==> src/rtl/dvp_capture_ctrl.sv <==
// DVP frame-capture sequencer: qualifies VSYNC/HREF on PCLK strobes and packs byte pairs into RGB565 FIFO writes.
// Optional frame statistics outputs (frame_cnt_o, drop_cnt_o) are built when DVP_FRAME_STATS_EN is defined.
module dvp_capture_ctrl #(
    parameter int   H_PIX     = 640,
    parameter int   V_LINE    = 480,
    parameter logic VSYNC_ACT = 1'b1
) (
    input  logic        clk,
    input  logic        rst_n,
    input  logic        cap_start_i,
    input  logic        cap_stop_i,
    input  logic        cap_cont_i,
    input  logic        pclk_sync_i,
    input  logic        dvp_vsync_i,
    input  logic        dvp_href_i,
    input  logic [7:0]  dvp_d_i,
    input  logic        pf_full_i,
    output logic        pf_wr_en_o,
    output logic [15:0] pf_wr_data_o,
    output logic        busy_o,
    output logic        frame_done_o,
    output logic        frame_err_o,
    output logic [9:0]  line_cnt_o,
    output logic [10:0] pix_cnt_o
`ifdef DVP_FRAME_STATS_EN
    ,
    output logic [15:0] frame_cnt_o,
    output logic [15:0] drop_cnt_o
`endif
);

    localparam logic [10:0] H_PIX_W  = 11'(H_PIX);
    localparam logic [9:0]  V_LINE_W = 10'(V_LINE);

    typedef enum logic [1:0] {
        S_IDLE,
        S_WAIT_VS,
        S_CAPTURE,
        S_DROP
    } state_t;

    state_t      state_q, state_d;
    logic        cont_q, cont_d;
    logic        stop_pend_q, stop_pend_d;
    logic        seen_vs_q, seen_vs_d;
    logic        phase_q, phase_d;
    logic        href_prev_q, href_prev_d;
    logic [7:0]  hi_q, hi_d;
    logic [15:0] pix_q, pix_d;
    logic        wr_pend_q, wr_pend_d;
    logic [9:0]  line_cnt_q, line_cnt_d;
    logic [10:0] pix_cnt_q, pix_cnt_d;
    logic        err_q, err_d;
    logic        done_q, done_d;

    logic        vs_act;
    logic        wr_fire;
    logic        wr_ovf;
    logic        line_end;
    logic        resume;
    logic [10:0] pix_next;
    logic [9:0]  line_next;

    // FIFO handshake: pf_wr_en_o is the valid and !pf_full_i the ready. A pixel
    // transfers only in the cycle after its second byte, and only if the FIFO is
    // not full then; a pending pixel that meets full is discarded, never retried.
    assign vs_act    = (dvp_vsync_i == VSYNC_ACT);
    assign wr_fire   = (state_q == S_CAPTURE) && wr_pend_q && !pf_full_i;
    assign wr_ovf    = (state_q == S_CAPTURE) && wr_pend_q && pf_full_i;
    assign line_end  = (state_q == S_CAPTURE) && pclk_sync_i && href_prev_q && !dvp_href_i;
    assign pix_next  = (wr_fire && pix_cnt_q != '1) ? pix_cnt_q + 11'd1 : pix_cnt_q;
    assign line_next = (line_end && line_cnt_q != '1) ? line_cnt_q + 10'd1 : line_cnt_q;
    assign resume    = cont_q && !stop_pend_q && !cap_stop_i;

    always_ff @(posedge clk or negedge rst_n) begin
        if (!rst_n) begin
            state_q     <= S_IDLE;
            cont_q      <= 1'b0;
            stop_pend_q <= 1'b0;
            seen_vs_q   <= 1'b0;
            phase_q     <= 1'b0;
            href_prev_q <= 1'b0;
            hi_q        <= '0;
            pix_q       <= '0;
            wr_pend_q   <= 1'b0;
            line_cnt_q  <= '0;
            pix_cnt_q   <= '0;
            err_q       <= 1'b0;
            done_q      <= 1'b0;
        end else begin
            state_q     <= state_d;
            cont_q      <= cont_d;
            stop_pend_q <= stop_pend_d;
            seen_vs_q   <= seen_vs_d;
            phase_q     <= phase_d;
            href_prev_q <= href_prev_d;
            hi_q        <= hi_d;
            pix_q       <= pix_d;
            wr_pend_q   <= wr_pend_d;
            line_cnt_q  <= line_cnt_d;
            pix_cnt_q   <= pix_cnt_d;
            err_q       <= err_d;
            done_q      <= done_d;
        end
    end

    always_comb begin
        state_d     = state_q;
        cont_d      = cont_q;
        stop_pend_d = stop_pend_q;
        seen_vs_d   = seen_vs_q;
        phase_d     = phase_q;
        href_prev_d = href_prev_q;
        hi_d        = hi_q;
        pix_d       = pix_q;
        wr_pend_d   = 1'b0;
        line_cnt_d  = line_cnt_q;
        pix_cnt_d   = pix_cnt_q;
        err_d       = err_q;
        done_d      = 1'b0;

        case (state_q)
            S_IDLE: begin
                stop_pend_d = 1'b0;
                if (cap_start_i) begin
                    cont_d      = cap_cont_i;
                    err_d       = 1'b0;
                    stop_pend_d = cap_stop_i;
                    seen_vs_d   = 1'b0;
                    state_d     = S_WAIT_VS;
                end
            end

            S_WAIT_VS: begin
                if (cap_stop_i) begin
                    state_d = S_IDLE;
                end else if (pclk_sync_i) begin
                    if (vs_act) begin
                        seen_vs_d = 1'b1;
                    end else if (seen_vs_q) begin
                        line_cnt_d  = '0;
                        pix_cnt_d   = '0;
                        phase_d     = 1'b0;
                        href_prev_d = 1'b0;
                        state_d     = S_CAPTURE;
                    end
                end
            end

            S_CAPTURE: begin
                pix_cnt_d = pix_next;
                if (cap_stop_i) stop_pend_d = 1'b1;
                if (wr_ovf) begin
                    err_d   = 1'b1;
                    state_d = S_DROP;
                end
                if (pclk_sync_i) begin
                    href_prev_d = dvp_href_i;
                    // Line end is resolved before frame end so a coincident VSYNC sees the final line count.
                    if (line_end) begin
                        line_cnt_d = line_next;
                        pix_cnt_d  = '0;
                        phase_d    = 1'b0;
                        if (pix_next != H_PIX_W || phase_q) err_d = 1'b1;
                    end
                    if (vs_act) begin
                        done_d    = 1'b1;
                        seen_vs_d = 1'b1;
                        if (line_next != V_LINE_W) err_d = 1'b1;
                        state_d   = resume ? S_WAIT_VS : S_IDLE;
                    end else if (dvp_href_i) begin
                        if (!phase_q) begin
                            hi_d    = dvp_d_i;
                            phase_d = 1'b1;
                        end else begin
                            pix_d     = {hi_q, dvp_d_i};
                            wr_pend_d = 1'b1;
                            phase_d   = 1'b0;
                        end
                    end
                end
            end

            S_DROP: begin
                if (cap_stop_i) stop_pend_d = 1'b1;
                if (pclk_sync_i && vs_act) begin
                    done_d    = 1'b1;
                    seen_vs_d = 1'b1;
                    state_d   = resume ? S_WAIT_VS : S_IDLE;
                end
            end

            default: state_d = S_IDLE;
        endcase
    end

`ifdef DVP_FRAME_STATS_EN
    logic [15:0] frame_cnt_q;
    logic [15:0] drop_cnt_q;

    always_ff @(posedge clk or negedge rst_n) begin
        if (!rst_n) begin
            frame_cnt_q <= '0;
            drop_cnt_q  <= '0;
        end else if (done_d) begin
            frame_cnt_q <= frame_cnt_q + 16'd1;
            if (state_q == S_DROP) drop_cnt_q <= drop_cnt_q + 16'd1;
        end
    end

    assign frame_cnt_o = frame_cnt_q;
    assign drop_cnt_o  = drop_cnt_q;
`endif

    assign pf_wr_en_o   = wr_fire;
    assign pf_wr_data_o = pix_q;
    assign busy_o       = (state_q != S_IDLE);
    assign frame_done_o = done_q;
    assign frame_err_o  = err_q;
    assign line_cnt_o   = line_cnt_q;
    assign pix_cnt_o    = pix_cnt_q;

endmodule
==> config.mk <==
export PLATFORM = sky130hd
export DESIGN_NAME = dvp_capture_ctrl
export DESIGN_NICKNAME = d
export VERILOG_FILES = /design/src/rtl/dvp_capture_ctrl.sv
export SDC_FILE = /design/constraint.sdc
export NUM_CORES = 1
export LEC_CHECK = 0
export ABC_AREA = 1
export CAP_MARGIN = 20
export CORE_MARGIN = 2
export CORE_UTILIZATION = 48
export CTS_CLUSTER_SIZE = 8
export DETAILED_ROUTE_END_ITERATION = 16
export PLACE_DENSITY = 0.76
export SLEW_MARGIN = 10
export SYNTH_ARGS = -nofsm -noshare
export SYNTH_HDL_FRONTEND = slang
export SYNTH_SLANG_ARGS = --single-unit
==> constraint.sdc <==
create_clock -name clk -period 1.7 [get_ports clk]
set_input_delay 0.255 -clock clk [delete_from_list [all_inputs] [get_ports clk]]
set_output_delay 0.255 -clock clk [all_outputs]
set_load 0.005 [all_outputs]
* Word level (Yosys, flattened, before mapping) *
Index checks and enable logic that the tools add are counted.

storage, ports and cells
  logic and storage cells = 132
  register bits after elaboration = 55
  output and inout port bits = 41

operators by class
  bitwise gates (word level) = 2
  reductions and logical operators = 32
  $add $sub $neg = 2
  muxes and demuxes = 64
  equality and inequality tests = 19

operators by type and width
  kind                     number
  $mux W11                 7
  $mux W10                 7
  $mux W1                  32
  $pmux W11 S2             1
  $pmux W10 S2             1
  $reduce_and A5 Y1        4
  $mux W2                  9
  $ne A2 B2 Y1 const B     8
  $add A11 B1 Y11 const B  1
  $logic_and A1 B1 Y1      11
  $ne A11 B10 Y1 const B   1
  $ne A11 B11 Y1 const B   1
  $add A10 B1 Y10 const B  1
  $ne A10 B10 Y1 const B   1
  $ne A10 B9 Y1 const B    1
  $pmux W1 S2              5
  $ne A3 B3 Y1 const B     3
  $pmux W2 S4              1
  $reduce_bool A2 Y1       4
  $reduce_and A7 Y1        1
  $reduce_and A2 Y1        3
  $reduce_and A6 Y1        1
  $eq A2 B2 Y1 const B     2
  $logic_not A1 Y1         4
  8 further kinds          9

* Longest topological paths before layout *
Gate-level depths: netlist of run 1.

  word-level depth = 13
  gate-level depth with buffers = 16
  mapped depth without buffers = 16

* Worst setup path after synthesis of run 1 *
No wires, ideal clock.

  path kind = flip-flop to flip-flop
  start = reg state_q[0]
  end = reg err_q (netlist: frame_err_o)
  setup slack = -181 ps
  arrival time = 1761 ps
  cell stages (with the launch flop) = 17
  clock period less this slack = 1881 ps
  cell sequence = dfrtp_1 inv_1 ha_1 nand2_1 nor2_4 nand2_4 buf_6 nand2_1 nand2_1 nor2_1 nand2_1 nor2_1 nand2_1 nand2_1 nand3_1 nand2_1 a21oi_2

between the ends
  cells in the longest elaborated chain, start to end = 13
  elaborated cells on any way between the ends = 25
  classes of those cells = eq/ne (4); mux (9); reduce/logical (12)

ends and longest elaborated chain
  what                                line  source
  start, declared                     42    state_t state_q, state_d;
  start signal, assigned              91    state_q <= state_d;
  $eq A2 B2 Y1 *                      68    assign wr_fire = (state_q == S_CAPTURE) && wr_pend_q && !pf_full_i;
  $logic_and A1 B1 Y1 * (2 in a row)  68
  named net pf_wr_en_o                18    output logic pf_wr_en_o,
  $logic_and A1 B1 Y1 *               71    assign pix_next = (wr_fire && pix_cnt_q != '1) ? pix_cnt_q + 11'd1 : pix_cnt_q;
  $mux W11 *                          71
  $ne A11 B10 Y1 *                    164   if (pix_next != H_PIX_W || phase_q) err_d = 1'b1;
  $logic_or A1 B1 Y1 *                164
  $mux W1 *                           164
  $mux W1 *                           160   if (line_end) begin
  $mux W1                             169   if (line_next != V_LINE_W) err_d = 1'b1;
  $mux W1 *                           166   if (vs_act) begin
  $mux W1 *                           157   if (pclk_sync_i) begin
  $pmux W1 S2 *                       122   case (state_q)
  end signal, assigned                102   err_q <= err_d;
  end, declared                       53    logic err_q, err_d;

The timed path passes the listed nets; every way through them passes the cells marked *.
A chain may end at the register's enable or synchronous reset.

* Worst setup path after layout of run 1 *
  start = reg state_q[0]
  end = reg err_q (netlist: frame_err_o)

between the ends
  cells in the longest elaborated chain, start to end = 13
  elaborated cells on any way between the ends = 25
  classes of those cells = eq/ne (4); mux (9); reduce/logical (12)

ends and longest elaborated chain
  what                 line
  $eq A2 B2 Y1         -
  $logic_and A1 B1 Y1  68, 69
  $logic_and A1 B1 Y1  68
  $logic_and A1 B1 Y1  71
  $mux W11             71
  $ne A11 B10 Y1       164
  $logic_or A1 B1 Y1   164
  $mux W1              164
  $mux W1              160
  $mux W1              169
  $mux W1              166
  $mux W1              157
  $pmux W1 S2          122

Parallel ways exist; a longest one is shown, timed or not.

==> impl_metrics.py, run 1 <==
metrics = {
    "layout": {
        "final_cells": 654,
        "utilization_pct": 77.77,
        "nNetsFinal": 599,
        "antenna_cells": 0,
        "drive_above_1_share_pct": 30.85,
        "syn_to_final_growth_pct": 55.51,
    },
    "die": {
        "dieArea_mm2": 0.007362,
        "die_w_um": 85.80,
        "rows": 29,
        "start_util_pct": 50.01,
        "top_level_ports": 58,
        "die_y_um": 85.80,
        "core-area_mm2": 0.006422,
    },
    "route": {
        "wirelength_um": 9548,
        "drt_iter0_drc": 263,
        "routedWlPerCell_um": 14.60,
        "vias_per_cell": 5.382,
        "detail-route-antenna-nets": 0,
        "drt_pass1_iterations": 13,
        "drc": 5,
        "vias": 3520,
    },
    "synth": {
        "synth-seq-cells": 55,
        "synth.yosys.seq_area_share_pct": 42.85,
        "synth_fp_nets": 446,
        "synthFlopType": "dfrtp_1",
        "syn_inst": 423,
        "synth.most_common_cell": "nand2_1",
        "syn-mean-instance-area_um2": 7.593,
        "ys_top_cells_by_count": "140 x nand2_1, 55 x dfrtp_1, 52 x inv_1",
        "synthTopCellsByArea": "dfrtp_1 43%, nand2_1 16%, inv_1 6.1%",
        "ys_async_sr_fraction_pct": 100.0,
        "synth_top_area_cell": "dfrtp_1",
        "yosys_warnings": 0,
        "ys_types": 39,
        "netlist_area_mm2": 0.003212,
        "yosys.area.top_type_share_pct": 42.85,
        "synth-edff-count": 0,
    },
    "worst_setup_path": {
        "worstSetupEndpointType": "flip-flop",
        "critical_path_arrival_ns": 2.26,
        "cp-start-kind": "flip-flop",
        "slowest_stage": "dfrtp_1",
        "crit_buf_inv": 3,
        "crit_chain": "inv_2 > ha_4 > nand2_4 > nor2_4 > buf_6 > nand2_8 > inv_2 > nor2_1 > nor2_1 > nand2_1 > nor2_1 > nand2_1 > nand2_1 > nand3_1 > nand2_1 > a21oi_2",
        "worstSetupPathType": "reg2reg",
        "crit_path_frequent_cell": "nand2_1",
        "slowest_delay_ns": 0.40,
        "cp_data_required_time_ns": 1.93,
        "path_delay_family": "simple AND/OR/NAND/NOR gates",
        "cp_max_fo": 11,
    },
    "run_status": {
        "status": "finished, violations left",
        "failed_checks": "DRC, setup timing",
    },
    "timing": {
        "setup_violations": 25,
        "worst_pin_slew_ns": 0.4673,
        "holdWs_ns": 0.4096,
        "timing.fmax_mhz": 492.9,
        "clock_skew_ns": 0.01344,
        "finalHoldViolations": 0,
        "fin_ws_ns": -0.3290,
        "drv_slew": 0,
        "timing.final.crit_share_pct": 119.4,
        "relSlewSlack_pct": 68.85,
        "grt_setup_unrepaired": "yes",
        "timing.final.crit_period_ns": 2.029,
    },
    "power": {
        "peakVddDrop_mv": 0.6548,
        "leakage_nw": 2.366,
        "power_density_mw_per_mm2": 800.3,
    },
    "clocking": {
        "clockBufferDepth": 2,
        "cts_htree_levels": 2,
        "cts_tree": "built",
        "cts_root_buffer": "clkbuf_8",
        "cts_made_buffers": 5,
        "clock_latency_ns": 0.32,
        "clk_pin_slew_ns": 0.12,
        "clock_sinks": 55,
    },
    "placed_design": {
        "gp_congestion": 0.9185,
        "io_buffers": 57,
        "pre_cts_ws_ns": -0.3459,
        "hpwl_um": 6628,
        "dp.cells": 632,
    },
    "job": {
        "max_cap_violations": 0,
    },
    "grt": {
        "track_usage_pct": 26.74,
        "overflow": 0,
        "grt_pass1_wl_um": 15730,
        "grt_pass1_vias": 3418,
        "grt_max_degree": 39,
        "antenna_found_initial": 0,
    },
    "worst_hold_path": {
        "min_path_type": "in2async",
    },
}
worst reg2reg max path: cells and delay by family (launching register included):
kind                       cells  cell delay, ns
AOI/OAI and AO/OA              1            0.05
adders and majority gates      1            0.18
buffers and inverters          3            0.31
DFF                            1            0.40
and+or+nand+nor               11            1.01
worst paths after layout:
check | from | end | slack (ns) | cells past startpoint
worst max-delay path | state_q[0] | frame_err_o | -0.33 | 16
worst min-delay path | rst_n | pix_cnt_o[2] | 0.41 | 2
worst max register to register | state_q[0] | frame_err_o | -0.33 | 16
worst min register to register | pf_wr_data_o[8] | pf_wr_data_o[8] | 0.49 | 2
max in group asynchronous | rst_n | pf_wr_data_o[6] | 0.74 | 3
min in group clk | dvp_d_i[1] | pf_wr_data_o[1] | 0.48 | 3
registers in the layout, indices dropped and copies added, names as in the netlist:
register,flops
cont_q,1
frame_done_o,1
frame_err_o,1
hi_q,8
href_prev_q,1
line_cnt_o,10
pf_wr_data_o,16
phase_q,1
pix_cnt_o,11
seen_vs_q,1
state_q,2
stop_pend_q,1
wr_pend_q,1
layout by cell type, fill, tap and decap left out, types with 2 or more instances in the layout:
cell	n
clkdlybuf4s50_1	54
nand3_1	23
clkbuf_8	5
dfrtp_1	55
o21ai_0	14
ha_1	2
o21ai_2	8
nand2_4	3
inv_6	4
nand2_1	133
buf_6	12
nor2_4	9
nand2_2	8
nor3_4	2
buf_4	83
a31oi_1	2
o21ai_1	21
nand3_4	4
nor2_2	4
nor3_1	2
nand3_2	4
buf_12	2
nand4_1	10
nor2_1	23
o22ai_2	6
xor2_1	5
ha_4	4
inv_4	2
inv_1	47
inv_2	4
a21oi_2	3
buf_2	2
layout make-up:
type | instances | area (um^2)
flip-flops and latches | 55 | 1376
fillers | 421 | 1428
clock buffers | 5 | 68.82
multi-input cells | 304 | 1839
clock inverters | 3 | 28.78
well taps | 77 | 96.34
inverters | 55 | 221.5
repair buffers | 155 | 1364
power by group:
part           internal (W)  switching (W)
sequential          0.00146       0.000104
clock              0.000313       0.000496
combinational      0.000740       0.000881
total               0.00252        0.00148
through the flow:
step / instance area [um^2] / total power [W] / setup TNS [ns]
3_3_place_gp: 4487 / 0.002673 / -9.493
5_1_grt: 4995 / 0.004206 / -5.570
2_1_floorplan: 3229 / 0.002163 / -0.7266
6_report: 4995 / 0.003997 / -2.875
3_5_place_dp: 4487 / 0.002718 / -10.02
4_1_cts: 4820 / 0.003754 / -1.582
kinds of logic after synthesis:
family	after synthesis	share of synthesized area, %
xor gates and xnor gates	5	1.363
DFF	55	42.85
AOI/OAI and AO/OA	64	12.12
buffers and inverters	64	8.376
adders and majority gates	6	2.337
and+or+nand+nor	227	32.29
muxes	2	0.6622
per-layer routing:
layer  wire [um]  global-route usage [%]
met1        4058                   36.10
met4         165                   7.792
met3         441                   3.657
met5           0                       0
met2        4883                   45.17
what timing repair did:
action / in CTS / in global routing
hold buffers: 1 / 0
pin swaps: 20 / 14
endpoints found under the setup margin: 28 / 46
endpoints found under the hold margin: 17 / 0
gates resized for setup: 61 / 37
setup buffers: 8 / 7
No activity file was read; power rests on OpenSTA's default activity.
==> run 2: changes to the inputs <==
- CTS_CLUSTER_SIZE: 8 -> 16
==> results of run 2 <==
No change in the layout: final DEF, timing and power equal those of run 1.
